[config.mk]
export PLATFORM = sky130hd
export DESIGN_NAME = crypto_round_sequencer
export DESIGN_NICKNAME = d
export VERILOG_FILES = /design/src/rtl/crypto_round_sequencer.sv
export SDC_FILE = /design/constraint.sdc
export NUM_CORES = 1
export LEC_CHECK = 0
export BUFFER_PORTS_ARGS = -buffer_cell sky130_fd_sc_hd__buf_2
export CAP_MARGIN = 20
export CELL_PAD_IN_SITES_DETAIL_PLACEMENT = 0
export CELL_PAD_IN_SITES_GLOBAL_PLACEMENT = 1
export CORE_AREA = 2 2 68 70
export CTS_BUF_LIST = sky130_fd_sc_hd__clkbuf_4
export CTS_CLUSTER_DIAMETER = 40
export CTS_CLUSTER_SIZE = 30
export DETAILED_ROUTE_END_ITERATION = 7
export DIE_AREA = 0 0 70 72
export HOLD_SLACK_MARGIN = 0.03
export PLACE_DENSITY_LB_ADDON = 0.25
export SLEW_MARGIN = 30
export SYNTH_ARGS = -nofsm -noshare
export SYNTH_HDL_FRONTEND = slang
export SYNTH_SLANG_ARGS = --single-unit
export TNS_END_PERCENT = 5
[constraint.sdc]
create_clock -name clk -period 4.6 [get_ports clk]
set_input_delay 0.69 -clock clk [delete_from_list [all_inputs] [get_ports clk]]
set_output_delay 0.69 -clock clk [all_outputs]
set_load 0.005 [all_outputs]
[src/rtl/crypto_round_sequencer.sv]
`default_nettype none
// ============================================================================
// crypto_round_sequencer
// Control sequencer that emits one-hot step strobes for an AES-style round datapath.
// Rev 1.0
// ============================================================================
module crypto_round_sequencer #(
  parameter int NUM_ROUNDS = 10,
  parameter int CNT_W      = 4,
  parameter int STEP_WAIT  = 1
) (
  input  logic             clk,
  input  logic             rst,
  input  logic             start,
  input  logic [1:0]       mode,
  input  logic             abort,
  output logic             busy,
  output logic             done,
  output logic             err,
  output logic [CNT_W-1:0] round,
  output logic [14:0]      ctrl
);

  localparam logic [3:0] c_LOAD        = 4'd0;
  localparam logic [3:0] c_ENC_AK0     = 4'd1;
  localparam logic [3:0] c_SAVE        = 4'd2;
  localparam logic [3:0] c_SUB         = 4'd3;
  localparam logic [3:0] c_SHIFT       = 4'd4;
  localparam logic [3:0] c_MIX         = 4'd5;
  localparam logic [3:0] c_KEY_EXP     = 4'd6;
  localparam logic [3:0] c_ADDKEY      = 4'd7;
  localparam logic [3:0] c_DEC_AK0     = 4'd8;
  localparam logic [3:0] c_INV_SHIFT   = 4'd9;
  localparam logic [3:0] c_INV_SUB     = 4'd10;
  localparam logic [3:0] c_INV_KEY_EXP = 4'd11;
  localparam logic [3:0] c_INV_MIX     = 4'd12;
  localparam logic [3:0] c_OUT_DATA    = 4'd13;
  localparam logic [3:0] c_OUT_KEY     = 4'd14;

  localparam logic             c_HAS_WAIT   = (STEP_WAIT != 0);
  localparam logic [3:0]       c_WAIT_LAST  = (STEP_WAIT > 0) ? 4'(STEP_WAIT - 1) : 4'd0;
  localparam logic [CNT_W-1:0] c_LAST_ROUND = CNT_W'(NUM_ROUNDS);
  localparam logic [CNT_W-1:0] c_ONE        = CNT_W'(1);

  typedef enum logic [1:0] {S_IDLE, S_STEP, S_WAIT, S_DONE} state_t;

  state_t             state_q;
  logic [3:0]         step_q, step_d;
  logic [3:0]         wait_q;
  logic [CNT_W-1:0]   round_q, round_d;
  logic               enc_q;
  logic               busy_q, done_q, err_q;
  logic [14:0]        ctrl_q;
  logic               last_step;
  logic               mode_ok;

  assign mode_ok = (mode == 2'b01) || (mode == 2'b10);

  // Successor of the current step; the round index moves only on the first strobe of a round.
  always_comb begin
    step_d    = step_q;
    round_d   = round_q;
    last_step = 1'b0;
    case (step_q)
      c_LOAD:        step_d = enc_q ? c_ENC_AK0 : c_DEC_AK0;
      c_ENC_AK0:     begin step_d = c_SAVE;      round_d = c_ONE;        end
      c_DEC_AK0:     begin step_d = c_INV_SHIFT; round_d = c_LAST_ROUND; end
      c_SAVE:        step_d = c_SUB;
      c_SUB:         step_d = c_SHIFT;
      c_SHIFT:       step_d = (round_q == c_LAST_ROUND) ? c_KEY_EXP : c_MIX;
      c_MIX:         step_d = c_KEY_EXP;
      c_KEY_EXP:     step_d = c_ADDKEY;
      c_ADDKEY: begin
        if (enc_q) begin
          if (round_q == c_LAST_ROUND) begin
            step_d = c_OUT_DATA;
          end else begin
            step_d  = c_SAVE;
            round_d = round_q + c_ONE;
          end
        end else begin
          step_d = (round_q == c_ONE) ? c_OUT_DATA : c_INV_MIX;
        end
      end
      c_INV_MIX:     begin step_d = c_INV_SHIFT; round_d = round_q - c_ONE; end
      c_INV_SHIFT:   step_d = c_INV_SUB;
      c_INV_SUB:     step_d = c_INV_KEY_EXP;
      c_INV_KEY_EXP: step_d = c_ADDKEY;
      c_OUT_DATA:    step_d = c_OUT_KEY;
      default:       last_step = 1'b1;
    endcase
  end

  always_ff @(posedge clk or negedge rst) begin
    if (!rst) begin
      state_q <= S_IDLE;
      step_q  <= c_LOAD;
      wait_q  <= 4'd0;
      round_q <= '0;
      enc_q   <= 1'b0;
      busy_q  <= 1'b0;
      done_q  <= 1'b0;
      err_q   <= 1'b0;
      ctrl_q  <= '0;
    end else begin
      done_q <= 1'b0;
      err_q  <= 1'b0;
      case (state_q)
        S_IDLE: begin
          if (start && !abort) begin
            if (mode_ok) begin
              state_q <= S_STEP;
              enc_q   <= (mode == 2'b01);
              step_q  <= c_LOAD;
              round_q <= '0;
              busy_q  <= 1'b1;
              ctrl_q  <= 15'(1) << c_LOAD;
            end else begin
              err_q <= 1'b1;
            end
          end
        end
        S_STEP, S_WAIT: begin
          if (abort) begin
            state_q <= S_IDLE;
            busy_q  <= 1'b0;
            round_q <= '0;
            ctrl_q  <= '0;
            wait_q  <= 4'd0;
          end else if (state_q == S_STEP && c_HAS_WAIT) begin
            state_q <= S_WAIT;
            ctrl_q  <= '0;
            wait_q  <= c_WAIT_LAST;
          end else if (state_q == S_WAIT && wait_q != 4'd0) begin
            wait_q <= wait_q - 4'd1;
          end else if (last_step) begin
            state_q <= S_DONE;
            done_q  <= 1'b1;
            busy_q  <= 1'b0;
            round_q <= '0;
            ctrl_q  <= '0;
          end else begin
            state_q <= S_STEP;
            step_q  <= step_d;
            round_q <= round_d;
            ctrl_q  <= 15'(1) << step_d;
          end
        end
        default: begin
          state_q <= S_IDLE;
          wait_q  <= 4'd0;
        end
      endcase
    end
  end

  assign busy  = busy_q;
  assign done  = done_q;
  assign err   = err_q;
  assign round = round_q;
  assign ctrl  = ctrl_q;

endmodule
`default_nettype wire

==> results.md, run 1 <==
- Final nets: roughly 260
- CP endpoint kind: flip-flop
- DRT Pass-1 Iters: 4
- Sink Count: 33
- Clock network power share: 0.172
- Die outline width: around 70 um
- Pwr dens: 550 nW/um^2
- CTS tree: built
- Setup-failing EPs final: 0
- Type of the tightest min-delay check: in2async
- Max incr delay on CP: approximately 510 ps
- I/O pins: 28
- Antenna viol nets, final: 0
- Static Leak: 1.09 nW
- R2R Setup Slk: 2180 ps
- Hold_buf cts: 0
- Initial antenna violation count: 0
- Seq/Total Area, Yosys: 0.406
- Synthesized area per cell: 9.21 sq um
- Switch Pwr: 0.562 mW
- Buf/Inv on CP: 1
- Routed wire length: 4.75 mm
- Max-slew violations: 0
- Port buffer count: 27
- CP Class: reg2reg
- Top cells by area, synth: dfrtp_1, ha_1, nand2_1, o21ai_0, nor2_1
- Core area: between 4000 and 5000 sq um
- # fillers: about 440
- CP top delay family: simple AND/OR/NAND/NOR gates
- Vias in the first global route: between 1500 and 2000
- Status: finished, final reports clean
- Area grow syn2layout: 11.4%
- Cells after synthesis: roughly 220
- Fin crit period: about 2400 ps
- CTS Buf Count: 5
- Die Span Y: between 70 and 80 um
- DRT iter0 DRCs: 110
- Largest net degree at the start of global routing: 34
- Commonest cells after routing, fill and taps aside: dfrtp_1, buf_2, nand2_1
- Die area: 5040 sq um
- Unrepaired setup endpoints after global routing: no
- CTS H-tree depth: 2
- Routed WL per cell: 15.9 um
- CP cell instances: inv_1 > ha_1 > or3b_1 > a21oi_4 > nand2_2 > or3b_4 > o21ai_1
- Max Fclk: around 410 MHz
- Flop pwr share: 0.351
- Worst slew pin tran: 752 ps
- FP Rows: 24
- Count of cell types in the netlist: between 50 and 60
- Via-per-instance ratio: 5.78
- Clock transition at path regs: 110 ps
- Postcts setup bufs: 0
- Worst path required time: 4870 ps
- Number of max-cap violations: 0
- Yosys top cell area share: 0.406
- Skew final: ~6.6 ps
- Routability Congestion: 0.786
- Final Hold Fails: 0
- Design internal power: 0.684 mW
- Netlist Area Pre-Place: slightly above 2000 sq um
- Synth Warn #: 0
- Root Buffer: clkbuf_4
- Via Count: 1722
- Comb pwr share: 0.477
- #FFs+latches synth: 33
- Max Fanout on Critical Path: 7
- # diodes: 0
- Syn Nets: roughly 240
- Clk buf depth: 2
- Hold Slack: approximately 410 ps
- Total GRT Usage: 0.203
- EDFF count, synth: 0
- Global-route wire length before repair: 8.22 mm
- Crit path DAT: ~2700 ps
- Critical Path Source Type: flip-flop
- Clock latency on the worst-skew pair: 330 ps
- Setup tns final: 0 ps
- Most common cell after layout, fill and taps aside: dfrtp_1
- Final period utilization: 0.527
- Top_reg_cell synth: dfrtp_1
- Share of cells above drive strength 1: 0.187
- Initial core utilization: 0.477
- DP Wirelength: 3.36 mm
- # DRC: 0
- Post-synth top area cell: dfrtp_1
- Overflow after GRT: 0
- Relative slew slack: 0.499
- Post_cts resized: 0
- CP max-delay cell: or3b_1
- Async S/R FF share, synth: 1.00
- Switching Share: 0.451
- Worst vdd ir: 0.000330 V
==> worst register-to-register path, stage by stage, from the launching register on <==
cell and delay [ps]:
dfrtp_1 420, inv_1 90, ha_1 400, or3b_1 510, a21oi_4 250, nand2_2 120
or3b_4 440, o21ai_1 130
==> cell families after synthesis <==
kind of cell | after synthesis | synth area share
compound gates | 71 | 0.248
xor+xnor | 2 | 0.00861
fa+ha+maj | 11 | 0.0676
buf+inv | 22 | 0.0455
flops | 33 | 0.406
mux | 2 | 0.0111
simple gates | 80 | 0.213
==> state kept, by name, indices dropped and copies added, names as in the netlist <==
register and cells:
busy 1, state_q 2, err 1, step_q 4, round 4, enc_q 1, wait_q 4, ctrl 15
done 1
==> routing by layer <==
layer | track usage | share of wire | routed length [um]
met1 | 0.286 | 0.49 | 2350
met2 | 0.328 | 0.46 | 2190
met3 | 0.0389 | 0.036 | 170
met4 | 0.0513 | 0.0076 | 36
met5 | 0 | 0 | 0
==> power groups by stage <==
stage               clock, mW  combinational (mW)  sequential, mW
floorplan                   0               0.487           0.391
global placement            0               0.586           0.445
detailed placement          0               0.589           0.444
CTS                     0.220               0.595           0.438
global route            0.228               0.673           0.451
finish                  0.215               0.595           0.437
==> stage by stage <==
| step | utilization | total power, mW | std cells | setup WS [ps] | area [sq um] |
|---|---|---|---|---|---|
| 3_3_place_gp | 0.513 | 1.03 | 290 | 2110 | 2190 |
| 3_5_place_dp | 0.513 | 1.03 | 290 | 2070 | 2190 |
| 2_1_floorplan | - | 0.878 | 221 | 2280 | 2030 |
| 5_1_grt | 0.531 | 1.35 | 298 | 2020 | 2270 |
| 4_1_cts | 0.531 | 1.25 | 298 | 2210 | 2270 |
| 6_report | 0.531 | 1.25 | 298 | 2180 | 2270 |
==> path summary, 6_finish.rpt <==
| path | from | to | cells after the start |
|---|---|---|---|
| setup / recovery | state_q[0] | ctrl[2] | 7 |
| hold / removal | rst | ctrl[13] | 1 |
| setup reg to reg | state_q[0] | ctrl[2] | 7 |
| hold reg to reg | ctrl[0] | ctrl[0] | 2 |
| max in group asynchronous | rst | round[2] | 1 |
| min in group clk | ctrl[0] | ctrl[0] | 2 |
==> synthesized netlist by cell type (all sizes together), types with 2 or more instances <==
cell / instances
a211oi: 3
a21o: 2
a21oi: 10
a22o: 2
a22oi: 2
and2: 4
and3: 4
buf: 3
clkbuf: 7
dfrtp: 33
ha: 11
inv: 12
mux2: 2
nand2: 26
nand2b: 3
nand3: 5
nand3b: 2
nand4: 2
nor2: 14
nor2b: 4
nor3: 3
o211ai: 2
o21ai: 23
o221ai: 2
o22a: 2
o22ai: 2
o2bb2ai: 2
o31ai: 7
o32ai: 2
o41ai: 5
or2: 2
or3b: 5
==> area by class of cell <==
class                   count  area (sq um)  area share
well taps                  52          65.1      0.0287
inverters                  12          45.0      0.0199
repair buffers             27           135      0.0596
multi-input cells         166          1120       0.493
flip-flops and latches     33           826       0.364
clock inverters             3          41.3      0.0182
clock buffers               5          37.5      0.0166
(Power assumes the default switching activity.)
==> inputs of run 2 (changes only) <==
--- a/config.mk
+++ b/config.mk
@@ -5,16 +5,17 @@
 export SDC_FILE = /design/constraint.sdc
 export NUM_CORES = 1
 export LEC_CHECK = 0
+export ABC_AREA = 1
 export BUFFER_PORTS_ARGS = -buffer_cell sky130_fd_sc_hd__buf_2
 export CAP_MARGIN = 20
 export CELL_PAD_IN_SITES_DETAIL_PLACEMENT = 0
 export CELL_PAD_IN_SITES_GLOBAL_PLACEMENT = 1
-export CORE_AREA = 2 2 68 70
+export CORE_AREA = 2 2 73 75
 export CTS_BUF_LIST = sky130_fd_sc_hd__clkbuf_4
 export CTS_CLUSTER_DIAMETER = 40
 export CTS_CLUSTER_SIZE = 30
 export DETAILED_ROUTE_END_ITERATION = 7
-export DIE_AREA = 0 0 70 72
+export DIE_AREA = 0 0 75 77
 export HOLD_SLACK_MARGIN = 0.03
 export PLACE_DENSITY_LB_ADDON = 0.25
 export SLEW_MARGIN = 30
==> constraint.sdc (replaced) <==
create_clock -name clk -period 2.5 [get_ports clk]
set_input_delay 0.375 -clock clk [delete_from_list [all_inputs] [get_ports clk]]
set_output_delay 0.375 -clock clk [all_outputs]
set_load 0.005 [all_outputs]
==> run 2 against run 1 <==
  * Via count up 14%
  * Combinational power grew 130%
  * Count of clock-buffer cells in the layout unchanged
  * Routed wire length grew 4.7%
  * Sequential cell count unchanged
  * Clock skew increased by 1.8 ps
==> results.md, run 2 <==
- Max Fclk: 485 MHz (+18%)
- Place WS: 475 ps (-1600 ps)
- Max reg flops: 15 (unchanged)
- Reg2reg end: ctrl[7]
- Antenna viol nets, final: 0 (unchanged)
- Synthesized area per cell: 7.04 sq um (-23%)
- Critical Path Source Type: flip-flop
- Routability Congestion: 0.891 (+13%)
- Final worst setup slack: 440 ps (-1740 ps)
- Pwr dens: 1120 nW/um^2 (+100%)
- Hold_buf cts: 0 (unchanged)
- Worst slew pin tran: 735 ps (-16.9 ps)
- CP endpoint kind: flip-flop
- Final period utilization: 0.824 (+0.297)
- Cells after synthesis: 294 (+33%)
- Skew final: 8.36 ps (+1.78 ps)
- Post-synth top area cell: dfrtp_1
- Synth top cells by count: nand2_1, inv_1, nor2_1, dfrtp_1, nand3_1
- Count leader, synth: nand2_1
- Die outline width: 75 um (+7.1%)
- Async S/R FF share, synth: 1.00 (unchanged)
- Initial antenna violation count: 0 (unchanged)
- Sink Count: 33 (unchanged)
- Netlist Area Pre-Place: 2070 sq um (+1.8%)
- # diodes: 0 (unchanged)
- Switching Share: 0.482 (+0.0311)
- Area after DPL: 2260 sq um (+3.5%)
- DP Wirelength: 3.80 mm (+13%)
- Root Buffer: clkbuf_4
- EDFF count, synth: 0 (unchanged)
- Port buffer count: 27 (unchanged)
- Setup tns final: 0 ps (unchanged)
- Final Hold Fails: 0 (unchanged)
- Design area: 2370 sq um (+4.4%)
- Via-per-instance ratio: 4.98 (-14%)
- Overflow after GRT: 0 (unchanged)
- CTS H-tree depth: 2 (unchanged)
- Relative slew slack: 0.510 (+0.0113)
- Design internal power: 1.37 mW (+100%)
- Count of cell types in the netlist: 23 (-57%)
- Static Leak: 1.27 nW (+17%)
- Post_cts resized: 0 (unchanged)
- Vias in the first global route: 1852 (+10%)
- Power Total: 2.65 mW (+110%)
- Most common cell after layout, fill and taps aside: nand2_1
- Worst vdd ir: 0.000969 V (+190%)
- Fin crit period: 2060 ps (-365 ps)
- Postcts setup bufs: 0 (unchanged)
- Unrepaired setup endpoints after global routing: no
- DRT iter0 DRCs: 149 (+35%)
- Switch Pwr: 1.28 mW (+130%)
- Core area: 4980 sq um (+17%)
- R2R Setup Slk: 440 ps (-1740 ps)
- Area grow syn2layout: 14.3%
- Reg-to-Reg Start: state_q[0]
- Clock network power share: 0.191 (+0.019)
- Routed wire length: 4.98 mm (+4.7%)
- Via Count: 1957 (+14%)
- Seq/Total Area, Yosys: 0.399 (-0.00711)
- Top cells by area, synth: dfrtp_1, nand2_1, inv_1, ha_1, nor2_1
- DRT Pass-1 Iters: 4 (unchanged)
- Syn Nets: 311 (+31%)
- Share of cells above drive strength 1: 0.118 (-0.0693)
- Comb pwr share: 0.525 (+0.048)
- CP Class: reg2reg
- Routed WL per cell: 12.7 um (-21%)
- Clk buf depth: 2 (unchanged)
- Type of the tightest min-delay check: in2async
- FP Rows: 26 (+8.3%)
- Status: finished, final reports clean
- # DRC: 0 (unchanged)
- CTS Buf Count: 5 (unchanged)
- Commonest cells after routing, fill and taps aside: nand2_1, inv_1, nor2_1
- Yosys top cell area share: 0.399 (-0.00711)
- Synth Warn #: 0 (unchanged)
- #FFs+latches synth: 33 (unchanged)
- Die Span Y: 77 um (+6.9%)
- Initial core utilization: 0.416 (-0.0611)
- CTS tree: built
- Worst R2R Path Depth: 6 (-1)
- Worst path required time: 2720 ps (-2150 ps)
- Setup-failing EPs final: 0 (unchanged)
- Max-slew violations: 0 (unchanged)
- Total GRT Usage: 0.197 (-0.00664)
- Number of max-cap violations: 0 (unchanged)
- Largest net degree at the start of global routing: 34 (unchanged)
- Top_reg_cell synth: dfrtp_1
- Global-route wire length before repair: 8.82 mm (+7.2%)
- Clock latency on the worst-skew pair: 340 ps (about the same)
- I/O pins: 28 (unchanged)
- Flop pwr share: 0.284 (-0.067)
- Crit path DAT: 2280 ps (-420 ps)
- Max Fanout on Critical Path: 25 (+18)
- Die area: 5780 sq um (+15%)
- Final nets: 339 (+29%)
- Clock transition at path regs: 110 ps (about the same)
-- run 2: changes by cell type in the layout (fill, tap and decap cells not counted), moves of 11 or more --
cell     delta
inv_1      +25
nand2_1    +60
nand3_1    +21
nand4_1    +11
nor2_1     +22
o21ai_0    +13
-- run 2: worst max-delay path, stage by stage (launching register included) --
cell	delay [ps]
dfrtp_1	390
inv_1	90
ha_1	620
nand4_1	300
nand2_1	150
buf_4	260
o21ai_0	130
-- run 2: kinds of logic after synthesis --
group	share of synthesized area
xor+xnor	0.00846
flops	0.399
compound gates	0.102
fa+ha+maj	0.0665
buf+inv	0.0888
simple gates	0.335
-- run 2: routing by layer --
layer	wire [um]	global-route usage
met3	144	0.0329
met4	99	0.0696
met5	0	0
met2	2220	0.283
met1	2510	0.293
-- run 2: worst max path at each step --
stage,start,end,slack [ps],depth (start not counted)
6_report,state_q[0],ctrl[7],440,6
4_1_cts,state_q[0],ctrl[7],450,6
5_1_grt,state_q[0],ctrl[8],160,7
3_5_place_dp,state_q[0],ctrl[7],470,6
2_1_floorplan,round[0],round[3],900,10
3_3_place_gp,state_q[0],ctrl[11],470,6
-- run 2: cell type report --
cell class	count	area [sq um]
inverter	37	139
sequential	33	826
fill	558	2610
timing repair buffer	29	150
clock inverter	3	65.1
multi-input combinational	216	1060
clock buffer	5	37.5
tap	70	87.6
-- run 2: through the flow --
stage,std cells,util,hold slack [ps]
final,393,0.475,83.6
after global routing,393,0.475,148
after CTS,393,0.475,103
after detailed placement,385,0.455,460
after global placement,385,0.455,459
after floorplan,294,-,79.4
-- run 2: power groups by stage --
stage	sequential, mW	combinational, mW	clock (mW)
after global routing	0.774	1.60	0.542
final	0.753	1.39	0.507
after global placement	0.762	1.38	0
after CTS	0.754	1.39	0.519
after detailed placement	0.764	1.38	0
after floorplan	0.744	1.05	0
==> inputs of run 3 (changes only) <==
==> constraint.sdc (replaced) <==
create_clock -name clk -period 2.2 [get_ports clk]
set_input_delay 0.33 -clock clk [delete_from_list [all_inputs] [get_ports clk]]
set_output_delay 0.33 -clock clk [all_outputs]
set_load 0.005 [all_outputs]
==> run 3 against run 2 <==
  * First-iteration DRC count fell by 34%
  * Final cell count up 0.76%
  * Largest cell class unchanged
  * Clock power fell by 33%
  * Highest routed layer unchanged
  * Sequential cell count unchanged
  * Clock skew fell by 1.1 ps
  * Largest power group unchanged
==> results.md, run 3 (same netlist as run 2, synthesis figures left out) <==
- Global-route wire length before repair: 8.81 mm (about the same)
- Design area: 2350 sq um (-0.53%)
- Setup-failing EPs final: 0 (unchanged)
- Post_cts resized: 0 (unchanged)
- Place WS: 261 ps (-214 ps)
- Clock transition at path regs: 100 ps (about the same)
- Final Hold Fails: 0 (unchanged)
- Number of max-cap violations: 0 (unchanged)
- Max Fanout on Critical Path: 7 (-72%)
- Initial antenna violation count: 0 (unchanged)
- Vias in the first global route: 1874 (+1.2%)
- Final nets: 342 (+0.88%)
- Area after DPL: 2300 sq um (+1.5%)
- Clk buf depth: 2 (unchanged)
- Non-filler cells, final: 396 (+0.76%)
- Area grow syn2layout: 13.7%
- Worst path required time: 2430 ps (-290 ps)
- DRT Pass-1 Iters: 4 (unchanged)
- Reg2reg end: round[3]
- Fin crit period: 1970 ps (-91.9 ps)
- Postcts setup bufs: 0 (unchanged)
- Post-Place Cells: 388 (+0.78%)
- Final period utilization: 0.894 (+0.0706)
- Via Count: 1936 (-1.1%)
- Skew final: 7.27 ps (-1.09 ps)
- FP Rows: 26 (unchanged)
- CTS tree: built
- Sink Count: 33 (unchanged)
- Share of cells above drive strength 1: 0.126 (+0.00812)
- CTS H-tree depth: 2 (unchanged)
- Crit path to: round[3]
- Static Leak: 1.27 nW (about the same)
- Setup tns final: 0 ps (unchanged)
- I/O pins: 28 (unchanged)
- Core area: 4980 sq um (unchanged)
- Pwr dens: 1230 nW/um^2 (+10%)
- Max-slew violations: 0 (unchanged)
- Worst vdd ir: 0.000956 V (-1.4%)
- R2R Setup Slk: 230 ps (-210 ps)
- Worst slew pin tran: 756 ps (+20.9 ps)
- Initial core utilization: 0.416 (unchanged)
- Routability Congestion: 0.891 (unchanged)
- Relative slew slack: 0.496 (-0.0140)
- Max reg flops: 15 (unchanged)
- CP endpoint kind: flip-flop
- Unrepaired setup endpoints after global routing: no
- Hold_buf cts: 0 (unchanged)
- Routed WL per cell: 12.5 um (-0.94%)
- Die Span Y: 77 um (unchanged)
- # DRC: 0 (unchanged)
- Crit path DAT: 2190 ps (-90 ps)
- Antenna viol nets, final: 0 (unchanged)
- Worst R2R Path Depth: 10 (+4)
- Type of the tightest min-delay check: in2async
- Die outline width: 75 um (unchanged)
- Port buffer count: 27 (unchanged)
- Critical Path Source Type: flip-flop
- # fillers: 540 (-3.2%)
- Final Util: 0.473 (-0.00251)
- CP Class: reg2reg
- Clock latency on the worst-skew pair: 330 ps (about the same)
- Die area: 5780 sq um (unchanged)
- CTS Buf Count: 5 (unchanged)
- Final worst setup slack: 232 ps (-208 ps)
- Overflow after GRT: 0 (unchanged)
- Most common cell after layout, fill and taps aside: nand2_1
- Status: finished, final reports clean
- Power Total: 2.90 mW (+9.4%)
- Reg-to-Reg Start: round[0]
- Max Fclk: 508 MHz (+4.7%)
- Commonest cells after routing, fill and taps aside: nand2_1, inv_1, nor2_1
- Routed wire length: 4.97 mm (-0.18%)
- Root Buffer: clkbuf_4
- Via-per-instance ratio: 4.89 (-1.8%)
- Largest net degree at the start of global routing: 34 (unchanged)
- Total GRT Usage: 0.197 (+0.000374)
- Crit. Startpoint: round[0]
- DP Wirelength: 3.80 mm (about the same)
- # diodes: 0 (unchanged)
- DRT iter0 DRCs: 99 (-34%)
- Hold Slack: 56.1 ps (-27.5 ps)
[run 3: report_power, final]
part	leakage, nW	total [mW]	internal [mW]	switching [mW]
clock network	0.0354	0.341	0.134	0.207
registers	0.445	0.857	0.737	0.120
logic	0.792	1.70	0.555	1.15
[run 3: worst min path at each step]
stage                      endpoint  slack, ps
after floorplan                busy         30
after global placement    wait_q[2]        440
after detailed placement  wait_q[2]        430
after CTS                   ctrl[0]         70
after global routing        ctrl[0]         90
final                     wait_q[2]         60
[run 3: layer usage]
metal  share of wire  vias to the layer above  track usage  wire, um
met3           0.029                        4       0.0394       146
li1                -                     1012            -         -
met1            0.49                      884        0.284      2430
met5               0                        -            0         0
met2            0.47                       36        0.296      2340
met4           0.010                        0       0.0589        51
[run 3: layout make-up]
type	instances	area [sq um]	area share
repair buffers	32	185	0.0787
clock buffers	6	45.0	0.0191
well taps	70	87.6	0.0372
flip-flops and latches	33	826	0.351
clock inverters	2	10.0	0.00425
multi-input cells	216	1060	0.451
inverters	37	139	0.0590
[run 3: worst max-delay path, cell delays in order, from the launching register on]
cell and delay, ps:
dfrtp_1 490, inv_1 160, ha_1 240, nand3_1 120, nand2_1 90, nand2_1 150, o21ai_0 170, a21oi_2 240
inv_1 80, nand2_1 70, nand2_1 50
